## src/rtl/trigger_readout_scheduler_pkg.sv

```systemverilog
// Shared types and constants for the trigger readout scheduler.
package trigger_readout_pkg;

    typedef enum logic [1:0] {
        IDLE,
        ISSUE,
        DRAIN
    } state_t;

    localparam int DEFAULT_HEAD_DIFF = 0;
    localparam int DEFAULT_TAIL_DIFF = 10;

    // Number of beats in one readout window (head + trigger beat + tail).
    function automatic int win_len(input int head_diff, input int tail_diff);
        return head_diff + tail_diff + 1;
    endfunction

    // Bits needed to hold values 0 .. value-1.
    function automatic int clog2(input int value);
        int r;
        r = 0;
        for (int v = value - 1; v > 0; v = v >> 1) begin
            r++;
        end
        return r;
    endfunction

endpackage

```

## src/rtl/trigger_readout_scheduler_if.sv

```systemverilog
// Trigger, DRAM read and PC framing signals of the readout scheduler.
interface trigger_readout_scheduler_if #(
    parameter int TS_W   = 16,
    parameter int ADDR_W = 25,
    parameter int DATA_W = 256
);
    logic              trig_valid;
    logic [TS_W-1:0]   trig_time_stamp;
    logic              trig_ready;
    logic              trig_overflow;
    logic              DRAM_Read_Enable;
    logic [ADDR_W-1:0] DRAM_Read_Addr;
    logic              DRAM_Read_Ready;
    logic [DATA_W-1:0] DRAM_Read_data;
    logic              DRAM_Read_Valid;
    logic [DATA_W-1:0] PC_data;
    logic              PC_valid;
    logic              PC_sof;
    logic              PC_eof;
    logic              busy;

    // Scheduler side.
    modport master (
        input  trig_valid, trig_time_stamp, DRAM_Read_Ready, DRAM_Read_data, DRAM_Read_Valid,
        output trig_ready, trig_overflow, DRAM_Read_Enable, DRAM_Read_Addr,
               PC_data, PC_valid, PC_sof, PC_eof, busy
    );

    // Trigger logic / DRAM / PC side.
    modport slave (
        output trig_valid, trig_time_stamp, DRAM_Read_Ready, DRAM_Read_data, DRAM_Read_Valid,
        input  trig_ready, trig_overflow, DRAM_Read_Enable, DRAM_Read_Addr,
               PC_data, PC_valid, PC_sof, PC_eof, busy
    );
endinterface

```

## src/rtl/trig_ts_fifo.sv

```systemverilog
// Synchronous timestamp FIFO with occupancy count and a registered ready flag.
module trig_ts_fifo
    import trigger_readout_pkg::*;
#(
    parameter int W     = 16,
    parameter int DEPTH = 4
) (
    input  logic                        clk,
    input  logic                        rst,
    input  logic                        push,
    input  logic [W-1:0]                din,
    input  logic                        pop,
    output logic [W-1:0]                dout,
    output logic                        full,
    output logic                        empty,
    output logic [clog2(DEPTH+1)-1:0]   count,
    output logic                        ready
);
    localparam int AW = clog2(DEPTH);
    localparam int CW = clog2(DEPTH + 1);

    logic [W-1:0]  mem [DEPTH];
    logic [AW-1:0] wr_ptr;
    logic [AW-1:0] rd_ptr;
    logic [CW-1:0] count_n;
    logic          do_push;
    logic          do_pop;

    assign full    = (count == CW'(DEPTH));
    assign empty   = (count == '0);
    assign do_push = push && !full;
    assign do_pop  = pop && !empty;
    assign dout    = mem[rd_ptr];

    // Next occupancy; simultaneous push and pop leaves it unchanged.
    // NOTE: every always_comb output gets a default first so no latch is inferred.
    always_comb begin
        count_n = count;
        if (do_push && !do_pop) begin
            count_n = count + CW'(1);
        end else if (!do_push && do_pop) begin
            count_n = count - CW'(1);
        end
    end

    // Pointers, occupancy and ready; ready tracks the occupancy it will have next cycle.
    // NOTE: sequential state uses non-blocking assignments only, so all flops update together.
    always_ff @(posedge clk or posedge rst) begin
        if (rst) begin
            wr_ptr <= '0;
            rd_ptr <= '0;
            count  <= '0;
            ready  <= 1'b0;
        end else begin
            if (do_push) wr_ptr <= wr_ptr + AW'(1);
            if (do_pop)  rd_ptr <= rd_ptr + AW'(1);
            count <= count_n;
            ready <= (count_n != CW'(DEPTH));
        end
    end

    // Storage array written on push.
    // NOTE: storage is not reset; the pointers and count alone define which entries are valid.
    always_ff @(posedge clk) begin
        if (do_push) mem[wr_ptr] <= din;
    end

endmodule

```

## src/rtl/trigger_readout_scheduler.sv

```systemverilog
// Queues trigger timestamps and sequences windowed DRAM readouts framed toward the PC path.
module trigger_readout_scheduler
    import trigger_readout_pkg::*;
#(
    parameter int TS_W            = 16,
    parameter int ADDR_W          = 25,
    parameter int DATA_W          = 256,
    parameter int HEAD_DIFF       = DEFAULT_HEAD_DIFF,
    parameter int TAIL_DIFF       = DEFAULT_TAIL_DIFF,
    parameter int FIFO_DEPTH      = 4,
    parameter int MAX_OUTSTANDING = 8
) (
    input  logic                        clk,
    input  logic                        rst,
    trigger_readout_scheduler_if.master bus
);
    localparam int WIN_LEN = win_len(HEAD_DIFF, TAIL_DIFF);
    localparam int CNT_W   = clog2(WIN_LEN + 1);
    localparam int OUT_W   = clog2(MAX_OUTSTANDING + 1);
    localparam int QC_W    = clog2(FIFO_DEPTH + 1);

    state_t            state, state_n;
    logic [ADDR_W-1:0] next_addr, next_addr_n, rd_addr, base;
    logic [CNT_W-1:0]  issue_left, issue_left_n, ret_cnt, ret_cnt_n;
    logic [OUT_W-1:0]  outstanding, outstanding_n;
    logic              rd_en, rd_en_n;
    logic              accept, ret_ok, pop;
    logic [TS_W-1:0]   fifo_dout;
    logic              fifo_full, fifo_empty;
    logic [QC_W-1:0]   fifo_count;
    logic              overflow_q;
    logic [DATA_W-1:0] pc_data_q;
    logic              pc_valid_q, pc_sof_q, pc_eof_q;

    trig_ts_fifo #(.W(TS_W), .DEPTH(FIFO_DEPTH)) u_fifo (
        .clk   (clk),
        .rst   (rst),
        .push  (bus.trig_valid),
        .din   (bus.trig_time_stamp),
        .pop   (pop),
        .dout  (fifo_dout),
        .full  (fifo_full),
        .empty (fifo_empty),
        .count (fifo_count),
        .ready (bus.trig_ready)
    );

    // Window start; an underflowing head wraps around the address space.
    assign base   = ADDR_W'(fifo_dout) - ADDR_W'(HEAD_DIFF);
    assign accept = rd_en && bus.DRAM_Read_Ready;
    // Returns with nothing outstanding are strays (e.g. from before a reset) and are dropped.
    assign ret_ok = bus.DRAM_Read_Valid && (outstanding != '0);

    // Sequencing: next state, window counters, outstanding count and next read enable.
    always_comb begin
        state_n      = state;
        next_addr_n  = next_addr;
        issue_left_n = issue_left;
        ret_cnt_n    = ret_ok ? ret_cnt + CNT_W'(1) : ret_cnt;
        pop          = 1'b0;
        unique case ({accept, ret_ok})
            2'b10:   outstanding_n = outstanding + OUT_W'(1);
            2'b01:   outstanding_n = outstanding - OUT_W'(1);
            default: outstanding_n = outstanding;
        endcase
        unique case (state)
            IDLE: begin
                if (!fifo_empty) begin
                    pop          = 1'b1;
                    next_addr_n  = base;
                    issue_left_n = CNT_W'(WIN_LEN);
                    ret_cnt_n    = '0;
                    state_n      = ISSUE;
                end
            end
            ISSUE: begin
                if (accept) begin
                    next_addr_n  = next_addr + ADDR_W'(1);
                    issue_left_n = issue_left - CNT_W'(1);
                    if (issue_left == CNT_W'(1)) state_n = DRAIN;
                end
            end
            DRAIN: begin
                if (ret_cnt == CNT_W'(WIN_LEN)) state_n = IDLE;
            end
            default: state_n = IDLE;
        endcase
        // Enable counts this cycle's accept and return, so the limit is never exceeded.
        rd_en_n = (state_n == ISSUE) && (issue_left_n != '0) &&
                  (outstanding_n < OUT_W'(MAX_OUTSTANDING));
    end

    // Scheduler state, read request registers and drop pulse.
    always_ff @(posedge clk or posedge rst) begin
        if (rst) begin
            state       <= IDLE;
            next_addr   <= '0;
            issue_left  <= '0;
            ret_cnt     <= '0;
            outstanding <= '0;
            rd_en       <= 1'b0;
            rd_addr     <= '0;
            overflow_q  <= 1'b0;
        end else begin
            state       <= state_n;
            next_addr   <= next_addr_n;
            issue_left  <= issue_left_n;
            ret_cnt     <= ret_cnt_n;
            outstanding <= outstanding_n;
            rd_en       <= rd_en_n;
            if (rd_en_n) rd_addr <= next_addr_n;
            overflow_q  <= bus.trig_valid && fifo_full;
        end
    end

    // Output framing: counted returns delayed one cycle with window start/end markers.
    always_ff @(posedge clk or posedge rst) begin
        if (rst) begin
            pc_data_q  <= '0;
            pc_valid_q <= 1'b0;
            pc_sof_q   <= 1'b0;
            pc_eof_q   <= 1'b0;
        end else begin
            pc_valid_q <= ret_ok;
            if (ret_ok) pc_data_q <= bus.DRAM_Read_data;
            pc_sof_q   <= ret_ok && (ret_cnt == '0);
            pc_eof_q   <= ret_ok && (ret_cnt == CNT_W'(WIN_LEN - 1));
        end
    end

    assign bus.trig_overflow    = overflow_q;
    assign bus.DRAM_Read_Enable = rd_en;
    assign bus.DRAM_Read_Addr   = rd_addr;
    assign bus.PC_data          = pc_data_q;
    assign bus.PC_valid         = pc_valid_q;
    assign bus.PC_sof           = pc_sof_q;
    assign bus.PC_eof           = pc_eof_q;
    assign bus.busy             = (state != IDLE) || (fifo_count != '0);

endmodule

```

## src/flat_wrapper.sv

```systemverilog
// flat-port wrapper written by rule: the top's interface ports become plain ports
module trigger_readout_scheduler_flat import trigger_readout_pkg::*;
#(
    parameter int TS_W            = 16,
    parameter int ADDR_W          = 25,
    parameter int DATA_W          = 256,
    parameter int HEAD_DIFF       = DEFAULT_HEAD_DIFF,
    parameter int TAIL_DIFF       = DEFAULT_TAIL_DIFF,
    parameter int FIFO_DEPTH      = 4,
    parameter int MAX_OUTSTANDING = 8
)
  (clk, rst, bus_trig_valid, bus_trig_time_stamp, bus_DRAM_Read_Ready, bus_DRAM_Read_data, bus_DRAM_Read_Valid, bus_trig_ready, bus_trig_overflow, bus_DRAM_Read_Enable, bus_DRAM_Read_Addr, bus_PC_data, bus_PC_valid, bus_PC_sof, bus_PC_eof, bus_busy);
  trigger_readout_scheduler_if #(.TS_W(TS_W), .ADDR_W(ADDR_W), .DATA_W(DATA_W)) bus_i ();
  input  logic clk;
  input  logic rst;
  input wire logic [$bits(bus_i.trig_valid)-1:0] bus_trig_valid;
  input wire logic [$bits(bus_i.trig_time_stamp)-1:0] bus_trig_time_stamp;
  input wire logic [$bits(bus_i.DRAM_Read_Ready)-1:0] bus_DRAM_Read_Ready;
  input wire logic [$bits(bus_i.DRAM_Read_data)-1:0] bus_DRAM_Read_data;
  input wire logic [$bits(bus_i.DRAM_Read_Valid)-1:0] bus_DRAM_Read_Valid;
  output wire logic [$bits(bus_i.trig_ready)-1:0] bus_trig_ready;
  output wire logic [$bits(bus_i.trig_overflow)-1:0] bus_trig_overflow;
  output wire logic [$bits(bus_i.DRAM_Read_Enable)-1:0] bus_DRAM_Read_Enable;
  output wire logic [$bits(bus_i.DRAM_Read_Addr)-1:0] bus_DRAM_Read_Addr;
  output wire logic [$bits(bus_i.PC_data)-1:0] bus_PC_data;
  output wire logic [$bits(bus_i.PC_valid)-1:0] bus_PC_valid;
  output wire logic [$bits(bus_i.PC_sof)-1:0] bus_PC_sof;
  output wire logic [$bits(bus_i.PC_eof)-1:0] bus_PC_eof;
  output wire logic [$bits(bus_i.busy)-1:0] bus_busy;
  assign bus_i.trig_valid = bus_trig_valid;
  assign bus_i.trig_time_stamp = bus_trig_time_stamp;
  assign bus_i.DRAM_Read_Ready = bus_DRAM_Read_Ready;
  assign bus_i.DRAM_Read_data = bus_DRAM_Read_data;
  assign bus_i.DRAM_Read_Valid = bus_DRAM_Read_Valid;
  assign bus_trig_ready = bus_i.trig_ready;
  assign bus_trig_overflow = bus_i.trig_overflow;
  assign bus_DRAM_Read_Enable = bus_i.DRAM_Read_Enable;
  assign bus_DRAM_Read_Addr = bus_i.DRAM_Read_Addr;
  assign bus_PC_data = bus_i.PC_data;
  assign bus_PC_valid = bus_i.PC_valid;
  assign bus_PC_sof = bus_i.PC_sof;
  assign bus_PC_eof = bus_i.PC_eof;
  assign bus_busy = bus_i.busy;
  trigger_readout_scheduler #(.TS_W(TS_W), .ADDR_W(ADDR_W), .DATA_W(DATA_W), .HEAD_DIFF(HEAD_DIFF), .TAIL_DIFF(TAIL_DIFF), .FIFO_DEPTH(FIFO_DEPTH), .MAX_OUTSTANDING(MAX_OUTSTANDING)) u_core (.clk(clk), .rst(rst), .bus(bus_i));
endmodule
```

## config.mk

```make
export PLATFORM = sky130hd
export DESIGN_NAME = trigger_readout_scheduler_flat
export DESIGN_NICKNAME = d
export VERILOG_FILES = /design/src/rtl/trigger_readout_scheduler_pkg.sv /design/src/rtl/trigger_readout_scheduler_if.sv /design/src/rtl/trig_ts_fifo.sv /design/src/rtl/trigger_readout_scheduler.sv /design/src/flat_wrapper.sv
export SDC_FILE = /design/constraint.sdc
export NUM_CORES = 1
export LEC_CHECK = 0
export ABC_CLOCK_PERIOD_IN_PS = 19050
export BUFFER_PORTS_ARGS = -buffer_cell sky130_fd_sc_hd__buf_2
export CAP_MARGIN = 20
export CELL_PAD_IN_SITES_DETAIL_PLACEMENT = 0
export CELL_PAD_IN_SITES_GLOBAL_PLACEMENT = 1
export CORE_AREA = 2 2 221 223
export DETAILED_ROUTE_END_ITERATION = 8
export DIE_AREA = 0 0 223 225
export GPL_ROUTABILITY_DRIVEN = 0
export PLACE_DENSITY = 0.74
export SLEW_MARGIN = 20
export SYNTH_ARGS = -nofsm -noshare
export SYNTH_HDL_FRONTEND = slang
export SYNTH_SLANG_ARGS = --single-unit
export TNS_END_PERCENT = 50
```

## constraint.sdc

```tcl
create_clock -name clk -period 19.05 [get_ports clk]
set_input_delay 2.8575 -clock clk [delete_from_list [all_inputs] [get_ports clk]]
set_output_delay 2.8575 -clock clk [all_outputs]
set_load 0.02 [all_outputs]
```

# Yosys cells after proc, flatten, opt, wreduce, memory -nomap -nowiden
# Memory sizes are Yosys's and may differ from the RTL's.
# Index checks and enable logic that the tools add are counted.
# op_classes
n_addsub,9
n_lt_le_gt_ge,1
n_eq_ne,10
n_mux,21
n_reduce_logical,23
# ops
operator,n
$mux W25,2
$pmux W25 S2,1
$add A25 B1 Y25 const B,1
$mux W4,5
$pmux W4 S2,2
$logic_and A1 B1 Y1,11
$add A4 B1 Y4 const B,2
$eq A4 B4 Y1 const B,2
$mux W2,4
$reduce_bool A4 Y1,2
$sub A4 B1 Y4 const B,2
$eq A2 B1 Y1 const B,3
$mux W3,2
$pmux W2 S3,1
$add A2 B1 Y2 const B,2
$eq A2 B2 Y1 const B,2
$eq A4 B1 Y1 const B,1
$logic_not A1 Y1,4
$logic_not A4 Y1,1
$lt A4 B4 Y1 const B,1
$mux W1,4
$add A3 B1 Y3 const B,1
$eq A3 B3 Y1 const B,1
$logic_not A3 Y1,1
6 further kinds,6
# totals
regBits,333
mem_bits_rw,64
in_bits,277
out_inout_bits,288
memories,1
# memory_table
name,depth,width,read_ports,rd_ports_with_merged_regs,write_ports,line_no,rtl
u_core.u_fifo.mem,4,16,1,0,1,trig_ts_fifo.sv:22,logic [W-1:0] mem [DEPTH];

# Logic depth before layout (Yosys ltp)
# depth
ltp_word,8
depth_mapped,12
ltp_nobuf,10

# Cells and area by module
# Synthesis repeated with hierarchy kept, for this count alone.
# unflattened
hier_cells,1565
hier_area_um2,16130.5
# by_module_without_submodules
module,instances,cells_per_inst,area_per_inst_um2
trigger_readout_scheduler,1,1427,13244.0
trig_ts_fifo,1,138,2886.5

# Worst setup path before layout
# OpenSTA, ideal clock, no wires.
# synth_timing
path_kind,in2reg
startpoint,input bus_DRAM_Read_Valid
endpoint,register u_core.rd_addr[10] (netlist: u_core.bus.DRAM_Read_Addr[10])
t_arrival_ns,5.457
t_required_ns,18.925
path_slack_ns,13.467
cell_stages,12
path_buffers,2
path_cell_list,o41ai_2 inv_2 clkbuf_1 ha_1 ha_1 nand2_1 a211oi_1 a211oi_1 xor2_1 nor3b_4 buf_6 mux2_4
# synth_between
elab_chain_len,5
elab_cells_between_ends,6
# synth_rtl
element,line_no,rtl
start: declaration,flat_wrapper.sv:20,input wire logic [$bits(bus_i.DRAM_Read_Valid)-1:0] bus_DRAM_Read_Valid;
$logic_and A1 B1 Y1 (*),trigger_readout_scheduler.sv:52,assign ret_ok = bus.DRAM_Read_Valid && (outstanding != '0);
via u_core.ret_ok,trigger_readout_scheduler.sv:27,"logic accept, ret_ok, pop;"
$eq A2 B1 Y1 / $eq A2 B2 Y1 (equally long branches),trigger_readout_scheduler.sv:61,"unique case ({accept, ret_ok})"
$pmux W4 S2 (*),trigger_readout_scheduler.sv:61,
via u_core.outstanding_n[3],trigger_readout_scheduler.sv:25,"logic [OUT_W-1:0] outstanding, outstanding_n;"
$lt A4 B4 Y1 (*),trigger_readout_scheduler.sv:90,(outstanding_n < OUT_W'(MAX_OUTSTANDING));
$logic_and A1 B1 Y1 (*),trigger_readout_scheduler.sv:89,rd_en_n = (state_n == ISSUE) && (issue_left_n != '0) &&
end signal: assignment,trigger_readout_scheduler.sv:111,if (rd_en_n) rd_addr <= next_addr_n;
end: declaration,trigger_readout_scheduler.sv:23,"logic [ADDR_W-1:0] next_addr, next_addr_n, rd_addr, base;"
# Mark *: on every way through the listed nets, which the timed path passes. The rest lies on a longest branch.
# A chain may end at the register's enable or synchronous reset.

# Worst setup path after layout
# layout_timing
startpoint,input bus_DRAM_Read_Valid
endpoint,register u_core.rd_addr[22] (netlist: u_core.bus.DRAM_Read_Addr[22])
# layout_between
elab_chain_len,5
elab_cells_between_ends,6
# layout_rtl
element,line_no
$logic_and A1 B1 Y1 (*),trigger_readout_scheduler.sv:52
$eq A2 B1 Y1 / $eq A2 B2 Y1 (equally long branches),trigger_readout_scheduler.sv:61
$pmux W4 S2 (*),trigger_readout_scheduler.sv:61
via u_core.outstanding_n[3],trigger_readout_scheduler.sv:25
$lt A4 B4 Y1 (*),trigger_readout_scheduler.sv:90
$logic_and A1 B1 Y1 (*),trigger_readout_scheduler.sv:89
# Marks and branches as above.

==> out/results.md <==
| Result | Reported | Unit |
| --- | --- | --- |
| Power density over the cells | 92.86 | nW/um2 |
| Kind of critical path | input pin to flop | - |
| Max transition margin | 27.07 | % |
| Highest clock frequency the design can meet | 163.0 | MHz |
| Clock transition at the registers of the reported paths | 0.06 | ns |
| Max capacitance violation total | 0 | - |
| Vias | 12,900 | - |
| Clock net sink count | 397 | - |
| Commonest non-fill, non-tap cells in the layout | sky130_fd_sc_hd__nand2_1, sky130_fd_sc_hd__buf_2, sky130_fd_sc_hd__dfrtp_1 | - |
| CTS tree | done | - |
| Number of distinct library cells after synthesis | 68 | - |
| Period utilization | 32.20 | % |
| Syn Area/Cell | 10.32 | um2 |
| Initial Util | 33.40 | % |
| Fin. Hold Viols | 0 | - |
| WL per Instance | 19.21 | um |
| Overall Global Routing Usage | 20.57 | % |
| Crit path DAT | 6.59 | ns |
| Clock insertion delay at the later pin of the skew report | 0.57 | ns |
| Number of levels in the clock H-tree | 2 | - |
| Floorplan die width | 223 | um |
| Min Tclk post-route | 6.134 | ns |
| Reg-to-reg startpoint | u_core.outstanding[1]$_DFFE_PP0N_ | - |
| Placed Cells | 2,656 | - |
| P&R area growth vs syn | 31.53 | % |
| Critical path's largest stage delay | 0.73 | ns |
| Post-Route WL | 52.78 | mm |
| Worst Setup Slack post-DPL | 12.30 | ns |
| Minimum hold slack | 0.4653 | ns |
| Number of antenna violations at the first check in global routing | 24 | - |
| Final global-route overflow total | 0 | - |
| Clock tree buffer depth | 3 | - |
| Critical path launch point | bus_DRAM_Read_Valid | - |
| Setup repair bufs after CTS | 0 | - |
| HPWL reported at the end of detailed placement | 38.42 | mm |
| Source of the worst hold timing path | u_core.bus.PC_data[70]$_DFFE_PP0N_ | - |
| Pin count of the biggest net entering global routing | 121 | - |
| Series of cell instances along the critical path | buf_2 > o41ai_4 > buf_4 > inv_8 > ha_1 > ha_1 > nand2_1 > a211oi_1 > a211oi_1 > xor2_1 > nor3b_4 > buf_4 > mux2_2 | - |
| Ratio of cells with drive above 1 in the final layout | 33.65 | % |
| Final net count | 2,382 | - |
| RSZ-0062 raised after global routing | false | - |
| Data required time at the worst endpoint | 19.51 | ns |
| Detailed-route DRC error count | 0 | - |
| Rows | 80 | - |
| Max-slew violations | 0 | - |
| Proportion of register bits with asynchronous set or reset after synthesis | 83.88 | % |
| Slew at the pin with the worst max-slew slack | 1.094 | ns |
| Count of instances resized after the clock tree is built | 0 | - |
| Setup skew after layout | 0.02315 | ns |
| Syn. warnings | 0 | - |
| Number of ports placed on the die boundary | 565 | - |
| Worst-case setup margin in the final layout | 12.92 | ns |
| Master cell of the clock root buffer | sky130_fd_sc_hd__clkbuf_16 | - |
| Top_reg_cell synth | sky130_fd_sc_hd__dfrtp_1 | - |
| Worst hold path class | flop to flop | - |
| Area of the placeable core | 47,550 | um2 |
| Die Outline Area | 50,180 | um2 |
| Proportion of synthesized chip area in sequential cells | 64.58 | % |
| Port Buffers | 564 | - |
| Number of synthesized register bits | 397 | - |
| Startpoint type of the worst setup path | input pin | - |
| DR pass1 iterations | 5 | - |
| Post-route setup TNS | 0 | ns |
| Worst R2R Path Depth | 12 | - |
| CP endpoint kind | flop | - |
| Number of flops mapped to enable cells by yosys | 64 | - |
| Slowest cell on the critical path | sky130_fd_sc_hd__buf_4 | - |
| Final setup violation count | 0 | - |
| Finished Layout Cells | 2,748 | - |
| Violation count after the first detailed-routing iteration | 867 | - |
| Number of buffers inserted by hold repair at cts | 0 | - |
| Detail Route Antenna Nets | 0 | - |
| Static power due to leakage | 11.72 | nW |
| Height of the chip | 225 | um |
| Maximum resistive drop on vdd | 0.05433 | mV |
| Global-route wire length before repair | 78.89 | mm |
| Synthesized instance count | 1,539 | - |
| Most common library cell in the layout ignoring fill and taps | sky130_fd_sc_hd__nand2_1 | - |
| Vias per std cell | 4.696 | - |
| Number of nets in the synthesized netlist | 1,833 | - |
| Number of stages on the worst hold path | 2 | - |
| Maximum fanout encountered on the critical timing path | 88 | - |
| Cell area after synthesis | 15,880 | um2 |
| Outcome | finished clean | - |
| CTS Buf Count | 45 | - |
| Number of global-route vias before repair | 12,920 | - |
[report_power, final]
part           switching (mW)  internal, mW
Clock                   0.353         0.560
Sequential             0.0109         0.900
Combinational          0.0699        0.0460
[per-layer routing]
layer | share of wire [%] | global-route usage, % | wire length, um | up-vias
li1 | - | - | - | 6103
met1 | 41 | 25.73 | 21390 | 6236
met2 | 50 | 33.98 | 26260 | 450
met3 | 6.4 | 5.059 | 3395 | 105
met4 | 3.1 | 8.963 | 1659 | 10
met5 | 0.13 | 0 | 69 | -
[final timing paths]
check                           slack [ns]                                         to
worst max-delay path                 12.92  u_core.bus.DRAM_Read_Addr[22]$_DFFE_PP0P_
worst min-delay path                  0.47         u_core.bus.PC_data[70]$_DFFE_PP0N_
worst max register to register       14.54  u_core.bus.DRAM_Read_Addr[22]$_DFFE_PP0P_
worst min register to register        0.47         u_core.bus.PC_data[70]$_DFFE_PP0N_
max in group asynchronous            15.02        u_core.bus.PC_data[198]$_DFFE_PP0N_
min in group asynchronous             2.48         u_core.bus.PC_data[45]$_DFFE_PP0N_
[registers in the layout, summed over array words and instances, names as in the netlist]
name	cells
u_core.bus.DRAM_Read_Addr	25
u_core.bus.DRAM_Read_Enable	1
u_core.bus.PC_data	256
u_core.bus.PC_eof	1
u_core.bus.PC_sof	1
u_core.bus.PC_valid	1
u_core.bus.trig_overflow	1
u_core.issue_left	4
u_core.next_addr	25
u_core.outstanding	4
u_core.ret_cnt	4
u_core.state	2
u_core.u_fifo.count	3
u_core.u_fifo.mem	64
u_core.u_fifo.rd_ptr	2
u_core.u_fifo.ready	1
u_core.u_fifo.wr_ptr	2
[cells in the mapped netlist (6+ instances only)]
cell                       count  area [um2]
sky130_fd_sc_hd__nand2_1     802        3010
sky130_fd_sc_hd__dfrtp_1     333        8333
sky130_fd_sc_hd__clkbuf_1     65       244.0
sky130_fd_sc_hd__edfxtp_1     64        1922
sky130_fd_sc_hd__o21ai_0      22       110.1
sky130_fd_sc_hd__mux2_4       19       285.3
sky130_fd_sc_hd__ha_1         17       212.7
sky130_fd_sc_hd__nor2_1       17       63.81
sky130_fd_sc_hd__a21oi_1      16       80.08
sky130_fd_sc_hd__mux4_2       16       360.4
sky130_fd_sc_hd__nand3_1      16       80.08
sky130_fd_sc_hd__inv_1        14       52.55
sky130_fd_sc_hd__mux2_2        8       90.09
sky130_fd_sc_hd__nand4_1       8       50.05
sky130_fd_sc_hd__o22ai_1       8       50.05
sky130_fd_sc_hd__xnor2_1       8       70.07
sky130_fd_sc_hd__nor3_1        7       35.03
sky130_fd_sc_hd__a31oi_1       6       37.54
sky130_fd_sc_hd__and3_1        6       37.54
[metrics by stage]
stage	util (%)	power (mW)	area [um2]
after CTS	43.87	1.965	20860
after floorplan	-	0.9861	15880
final	43.93	1.939	20890
after detailed placement	40.56	1.045	19280
after global routing	43.92	2.015	20880
after global placement	40.56	1.039	19280
[critical path, delay by kind of cell]
kind,cells,cell delay [ns]
multiplexers,1,0.38
buffers and inverters,4,1.64
AO/OA/AOI/OAI,3,0.41
AND/OR/NAND/NOR,2,0.27
adder cells (fa/ha/maj),2,0.79
XOR/XNOR,1,0.19
[layout make-up]
type                       count  area, um2
antenna                       11      27.53
multi-input combinational   1052       5270
clock inverter                13      178.9
clock buffer                  68       1396
inverter                      16      75.07
sequential                   397      10250
fill                        4663      26660
tap                          615      769.5
timing repair buffer         576       2913
[logic make-up (layout without fill, tap and decap cells)]
kind of cell	count (synthesis)	in the layout	share of synthesized area [%]
adder cells (fa/ha/maj)	18	18	1.403
multiplexers	45	45	4.759
buffers and inverters	90	673	2.301
AND/OR/NAND/NOR	888	888	22.52
XOR/XNOR	13	13	0.7170
flip-flops	397	397	64.58
AO/OA/AOI/OAI	88	88	3.719
other	0	11	0
Note: power is estimated with default switching activity, not from simulation.
